## src/rtl/fifo_reader_pkg.sv

```systemverilog
// Shared constants and types for the fifo_reader block: buffer depth,
// occupancy width and the pointer-wrap helper.
package fifo_reader_pkg;

    localparam int BUF_DEPTH = 3;
    localparam int OCC_WIDTH = 2;

    typedef logic [OCC_WIDTH-1:0] occ_t;
    // occ + inflight can reach BUF_DEPTH, so it gets one spare bit
    typedef logic [OCC_WIDTH:0]   level_t;

    localparam level_t DEPTH_LEVEL = level_t'(BUF_DEPTH);

    function automatic occ_t ptr_next(input occ_t ptr);
        return (ptr == occ_t'(BUF_DEPTH - 1)) ? '0 : ptr + 1'b1;
    endfunction

endpackage

```

## src/rtl/fifo_reader_if.sv

```systemverilog
// Handshake bundle between the upstream FIFO, fifo_reader and the consumer.
// The master modport is the fifo_reader side; slave is the environment.
interface fifo_reader_if #(
    parameter int DATA_WIDTH = 8
);

    logic [DATA_WIDTH-1:0] fifo_data;
    logic                  fifo_en;
    logic                  fifo_wait;
    logic [DATA_WIDTH-1:0] dataOut_data;
    logic                  dataOut_vld;
    logic                  dataOut_rd;

    modport master (
        input  fifo_data,
        input  fifo_wait,
        input  dataOut_rd,
        output fifo_en,
        output dataOut_data,
        output dataOut_vld
    );

    modport slave (
        output fifo_data,
        output fifo_wait,
        output dataOut_rd,
        input  fifo_en,
        input  dataOut_data,
        input  dataOut_vld
    );

endinterface

```

## src/rtl/fifo_reader_buf.sv

```systemverilog
// Three-entry in-order skid buffer with wrapping head/tail pointers and a
// registered occupancy count; the head word is always presented on rd_data.
module fifo_reader_buf
    import fifo_reader_pkg::*;
#(
    parameter int DATA_WIDTH = 8
) (
    input  logic                  clk,
    input  logic                  rst_n,
    input  logic                  wr_en,
    input  logic [DATA_WIDTH-1:0] wr_data,
    input  logic                  rd_en,
    output logic [DATA_WIDTH-1:0] rd_data,
    output logic                  vld,
    output occ_t                  occ
);

    logic [DATA_WIDTH-1:0] mem [BUF_DEPTH];
    occ_t                  head;
    occ_t                  tail;
    occ_t                  occ_nxt;
    logic                  do_wr;
    logic                  do_rd;

    // A read with nothing buffered is ignored; a write into a full buffer
    // cannot be requested by the parent but is blocked here all the same.
    assign do_rd = rd_en && (occ != '0);
    assign do_wr = wr_en && (occ != occ_t'(BUF_DEPTH));

    always_comb begin
        // NOTE: default first so every path assigns occ_nxt; otherwise a latch is inferred.
        occ_nxt = occ;
        if (do_wr && !do_rd) begin
            occ_nxt = occ + 1'b1;
        end else if (!do_wr && do_rd) begin
            occ_nxt = occ - 1'b1;
        end
    end

    // NOTE: clocked state uses non-blocking assignments so every register samples pre-edge values.
    always_ff @(posedge clk or negedge rst_n) begin
        if (!rst_n) begin
            head <= '0;
            tail <= '0;
            occ  <= '0;
        end else begin
            if (do_wr) tail <= ptr_next(tail);
            if (do_rd) head <= ptr_next(head);
            occ <= occ_nxt;
        end
    end

    // NOTE: storage is deliberately not reset; occ and the pointers alone say what is valid.
    always_ff @(posedge clk) begin
        if (do_wr) mem[tail] <= wr_data;
    end

    assign rd_data = mem[head];
    assign vld     = (occ != '0);

endmodule

```

## src/rtl/fifo_reader.sv

```systemverilog
// Pulls words from a registered-output upstream FIFO into a 3-entry buffer.
// Define FIFO_READER_CNT_EN to add the words_cnt transfer counter port.
module fifo_reader
    import fifo_reader_pkg::*;
#(
    parameter int DATA_WIDTH = 8,
    parameter int CNT_WIDTH  = 16
) (
    input  logic                 clk,
    input  logic                 rst_n,
    fifo_reader_if.master        bus
`ifdef FIFO_READER_CNT_EN
    ,
    output logic [CNT_WIDTH-1:0] words_cnt
`endif
);

    logic   inflight;
    logic   buf_vld;
    occ_t   occ;
    level_t committed;

    if (DATA_WIDTH < 1 || CNT_WIDTH < 1) begin : g_bad_params
        $error("fifo_reader: DATA_WIDTH and CNT_WIDTH must be at least 1");
    end

    // Requests count the word still in flight, so the buffer can never be
    // over-committed; dataOut_rd deliberately plays no part here.
    assign committed   = level_t'(occ) + level_t'(inflight);
    assign bus.fifo_en = rst_n && !bus.fifo_wait && (committed < DEPTH_LEVEL);

    always_ff @(posedge clk or negedge rst_n) begin
        if (!rst_n) begin
            inflight <= 1'b0;
        end else begin
            inflight <= bus.fifo_en;
        end
    end

    fifo_reader_buf #(
        .DATA_WIDTH (DATA_WIDTH)
    ) u_buf (
        .clk     (clk),
        .rst_n   (rst_n),
        .wr_en   (inflight),
        .wr_data (bus.fifo_data),
        .rd_en   (bus.dataOut_rd),
        .rd_data (bus.dataOut_data),
        .vld     (buf_vld),
        .occ     (occ)
    );

    assign bus.dataOut_vld = buf_vld;

`ifdef FIFO_READER_CNT_EN
    logic xfer;

    assign xfer = buf_vld && bus.dataOut_rd;

    always_ff @(posedge clk or negedge rst_n) begin
        if (!rst_n) begin
            words_cnt <= '0;
        end else if (xfer) begin
            words_cnt <= words_cnt + 1'b1;
        end
    end
`endif

endmodule

```

## src/flat_wrapper.sv

```systemverilog
// flat-port wrapper written by rule: the top's interface ports become plain ports
module fifo_reader_flat import fifo_reader_pkg::*;
#(
    parameter int DATA_WIDTH = 8,
    parameter int CNT_WIDTH  = 16
)
  (clk, rst_n, bus_fifo_data, bus_fifo_wait, bus_dataOut_rd, bus_fifo_en, bus_dataOut_data, bus_dataOut_vld);
  fifo_reader_if #(.DATA_WIDTH(DATA_WIDTH)) bus_i ();
  input  logic clk;
  input  logic rst_n;
  input wire logic [$bits(bus_i.fifo_data)-1:0] bus_fifo_data;
  input wire logic [$bits(bus_i.fifo_wait)-1:0] bus_fifo_wait;
  input wire logic [$bits(bus_i.dataOut_rd)-1:0] bus_dataOut_rd;
  output wire logic [$bits(bus_i.fifo_en)-1:0] bus_fifo_en;
  output wire logic [$bits(bus_i.dataOut_data)-1:0] bus_dataOut_data;
  output wire logic [$bits(bus_i.dataOut_vld)-1:0] bus_dataOut_vld;
  assign bus_i.fifo_data = bus_fifo_data;
  assign bus_i.fifo_wait = bus_fifo_wait;
  assign bus_i.dataOut_rd = bus_dataOut_rd;
  assign bus_fifo_en = bus_i.fifo_en;
  assign bus_dataOut_data = bus_i.dataOut_data;
  assign bus_dataOut_vld = bus_i.dataOut_vld;
  fifo_reader #(.DATA_WIDTH(DATA_WIDTH), .CNT_WIDTH(CNT_WIDTH)) u_core (.clk(clk), .rst_n(rst_n), .bus(bus_i));
endmodule
```

## config.mk

```make
export PLATFORM = sky130hd
export DESIGN_NAME = fifo_reader_flat
export DESIGN_NICKNAME = d
export VERILOG_FILES = /design/src/rtl/fifo_reader_pkg.sv /design/src/rtl/fifo_reader_if.sv /design/src/rtl/fifo_reader_buf.sv /design/src/rtl/fifo_reader.sv /design/src/flat_wrapper.sv
export SDC_FILE = /design/constraint.sdc
export NUM_CORES = 1
export LEC_CHECK = 0
export CAP_MARGIN = 20
export CORE_MARGIN = 4
export CORE_UTILIZATION = 40
export DETAILED_ROUTE_END_ITERATION = 10
export PLACE_DENSITY = 0.71
export SYNTH_ARGS = -nofsm -noshare
export SYNTH_HDL_FRONTEND = slang
export SYNTH_HIERARCHICAL = 1
export SYNTH_SLANG_ARGS = --single-unit
```

## constraint.sdc

```tcl
create_clock -name clk -period 2.58 [get_ports clk]
set_input_delay 0.774 -clock clk [delete_from_list [all_inputs] [get_ports clk]]
set_output_delay 0.774 -clock clk [all_outputs]
set_load 0.01 [all_outputs]
```

==> impl_metrics.tcl <==
set metrics [dict create \
    cts.reportedPaths.clkPinSlew_ps 80 \
    cp_cell_sequence "ha_1, ha_1, a2111oi_4, buf_2" \
    ys_warn_count 6 \
    hold_class "reg -> reg" \
    hold_buffers 0 \
    outcome "finished, final reports clean" \
    cp_common_cell "ha_1" \
    max_stage_delay_ps 390 \
    critical_path.top_delay_family "adder cells" \
    power_density_mw_per_mm2 951 \
    clock-sinks 31 \
    cts_buffers 5 \
    final_core_util_pct 54.6 \
    yosysTopAreaCell "edfxtp_1" \
    worst-path-stages 4 \
    drc 0 \
    worstSetupEndpointType "primary output" \
    root_buffer "clkbuf_4" \
    first_pass_iters 4 \
    ys_types 23 \
    finish.net_count 130 \
    setup_viol 0 \
    critPathKind "reg -> out" \
    skew_ps 6.06 \
    die_y_um 64.2 \
    grt_pass1_vias 764 \
    switchingPower_uw 500 \
    switching_share_pct 31.8 \
    hold_violations 0 \
    min_path_cells 1 \
    portBuffers 21 \
    dieArea_mm2 0.00413 \
    synthToLayoutAreaGrowth_pct 30.8 \
    drive_gt1_share_pct 21.7 \
    start_kind "flip-flop" \
    htree_levels 2 \
    total_power_uw 1570 \
    dieWidth_um 64.2 \
    drt_iter0_drc 12 \
    required_ps 1810 \
    cts.path.max_buffers 2 \
    syn_avg_cell_area_um2 15.6 \
    drtAntennaViolNets 0 \
    clk_latency_ps 330 \
    vias 735 \
    fin_crit_sh_pct 96.3 \
    grt_pass1_wl_um 3350 \
    slew_violations 0 \
    rr_worst_depth 3 \
    yosysSeqAreaShare_pct 70.8 \
    slowest_stage "dfrtp_1" \
    io-pin-count 22 \
    tns_ps 0 \
    p_int_uw 1070 \
    wirelength_um 2080 \
    grt_max_degree 20 \
    worstMarginPinSlew_ps 762 \
    synth_area_leaders "edfxtp_1 57%, dfrtp_1 14%, mux2i_1 6.3%, o21ai_0 3.6%, ha_1 3.0%" \
    antenna_cells 0 \
    clkPwrFrac_pct 15.6 \
    rsz0062_at_grt "no" \
    syn_inst 81 \
    syn_nets 96 \
    synth.top_cell.area_share_pct 57.0 \
    ir_worst_vdd_mv 0.362 \
    grt.total_usage_pct 11.2 \
    antenna_found_initial 0 \
    nFillCells 252 \
    final_area_mm2 0.00165 \
    crit_arrival_ps 1710 \
    cts_tree "done" \
    synth_seq_cells 31 \
    core-area_mm2 0.00303 \
    relSlewSlack_pct 48.9 \
    finalCriticalPeriod_ps 2480 \
    gp_congestion 0.650 \
    p_seq_share_pct 45.3 \
    rows 20 \
    final-seq-area_um2 898 \
    cp_max_fo 2 \
    p_leak_uw 0.000696 \
    placed_area_mm2 0.00155 \
    vias_per_cell 4.62 \
    start_util_pct 41.8 \
    max_freq_mhz 403 \
    path_buf_inv 1 \
    multi_input_area_um2 357 \
    wire_per_inst_um 13.1 \
    maxCapViolCount 0 \
    synthesis.area_mm2 0.00126 \
    hpwl_um 1440 \
    combPwrFrac_pct 39.1 \
    grt.overflow.total 0 \
]
## placed cells by master, fill, tap and decap left out, types with 2 or more instances in the layout
cell type	n
nand2_1	9
clkdlybuf4s50_1	13
dfrtp_1	5
ha_1	3
dlymetal6s2s_1	7
clkbuf_4	6
o21ai_0	9
dfrtp_2	2
a21o_1	2
xor2_1	2
edfxtp_1	24
mux2i_1	8
inv_1	2
buf_4	8
## stage by stage
step	setup WS (ps)	instances	hold slack, ps
2_1_floorplan	455	81	478
3_3_place_gp	-398	148	536
3_5_place_dp	-417	148	551
4_1_cts	1.54	155	579
5_1_grt	29.5	159	619
6_report	96.6	159	582
## cells in the mapped netlist
cell        n
buf_2       2
nor3b_1     1
a21bo_4     1
a21o_1      2
a2111oi_2   1
xnor2_1     1
nor3_2      1
nand2_1     9
o21ai_0     9
nor2_1      1
inv_1       2
buf_4       1
mux2i_1     8
ha_1        3
nor3_1      1
or2_2       1
edfxtp_1   24
o21ai_2     1
nand2b_1    1
dfrtp_1     7
a21o_2      1
nor3b_4     1
xor2_1      2
## kinds of logic after synthesis
| kind of cell | synth area share, % |
|---|---|
| AO/OA/AOI/OAI | 8.60 |
| XOR/XNOR | 2.08 |
| adder cells (fa/ha/maj) | 2.97 |
| buffers and inverters | 1.98 |
| flip-flops | 70.8 |
| multiplexers | 6.33 |
| AND/OR/NAND/NOR | 7.22 |
## flip-flops by register name, indices dropped and copies added, names as in the netlist
| name | cells |
|---|---|
| u_core/u_buf/tail | 2 |
| u_core/u_buf/head | 2 |
| u_core/inflight | 1 |
| u_core/u_buf/occ | 2 |
| u_core/u_buf/mem | 24 |
## metal layers
layer / global-route usage, % / routed length, µm
met1: 10.9 / 896
met2: 19.1 / 1030
met3: 4.04 / 82
met4: 8.97 / 73
met5: 0 / 0
## power groups by stage
stage / sequential, µW / combinational [µW] / clock, µW
2_1_floorplan: 699 / 349 / 0
3_3_place_gp: 744 / 535 / 0
3_5_place_dp: 752 / 550 / 0
4_1_cts: 742 / 549 / 254
5_1_grt: 726 / 672 / 274
6_report: 712 / 616 / 246
## worst reg2reg max path: cells and delay by family (launching register included)
| family | cells | cell delay, ps |
|---|---|---|
| simple gates | 1 | 590 |
| compound gates | 1 | 240 |
| flops | 1 | 390 |
| buf+inv | 1 | 160 |
## worst paths after layout
check	startpoint	slack (ps)	endpoint
max reg2reg	u_core/u_buf/occ[1]$_DFFE_PN0P_	830	u_core/u_buf/mem[0][2]$_DFFE_PP_
min reg2reg	u_core/u_buf/tail[0]$_DFFE_PN0P_	580	u_core/u_buf/tail[0]$_DFFE_PN0P_
min	u_core/u_buf/tail[0]$_DFFE_PN0P_	580	u_core/u_buf/tail[0]$_DFFE_PN0P_
max in group asynchronous	rst_n	1700	u_core/u_buf/head[1]$_DFFE_PN0P_
max	u_core/inflight$_DFF_PN0_	100	bus_fifo_en
min in group asynchronous	rst_n	740	u_core/u_buf/occ[1]$_DFFE_PN0P_
## timing repair
item	CTS	global route
pin swaps	0	1
gates resized for setup	5	9
setup buffers	0	4
hold endpoints to repair	0	0
setup endpoints to repair	9	9
## area by class of cell
| type | count | area share (%) |
|---|---|---|
| timing repair buffer | 30 | 17.5 |
| clock buffer | 5 | 2.27 |
| clock inverter | 2 | 0.529 |
| inverter | 2 | 0.454 |
| tap | 44 | 3.33 |
| multi-input combinational | 45 | 21.6 |
| sequential | 31 | 54.3 |
Power figures use the tool's default switching activity.
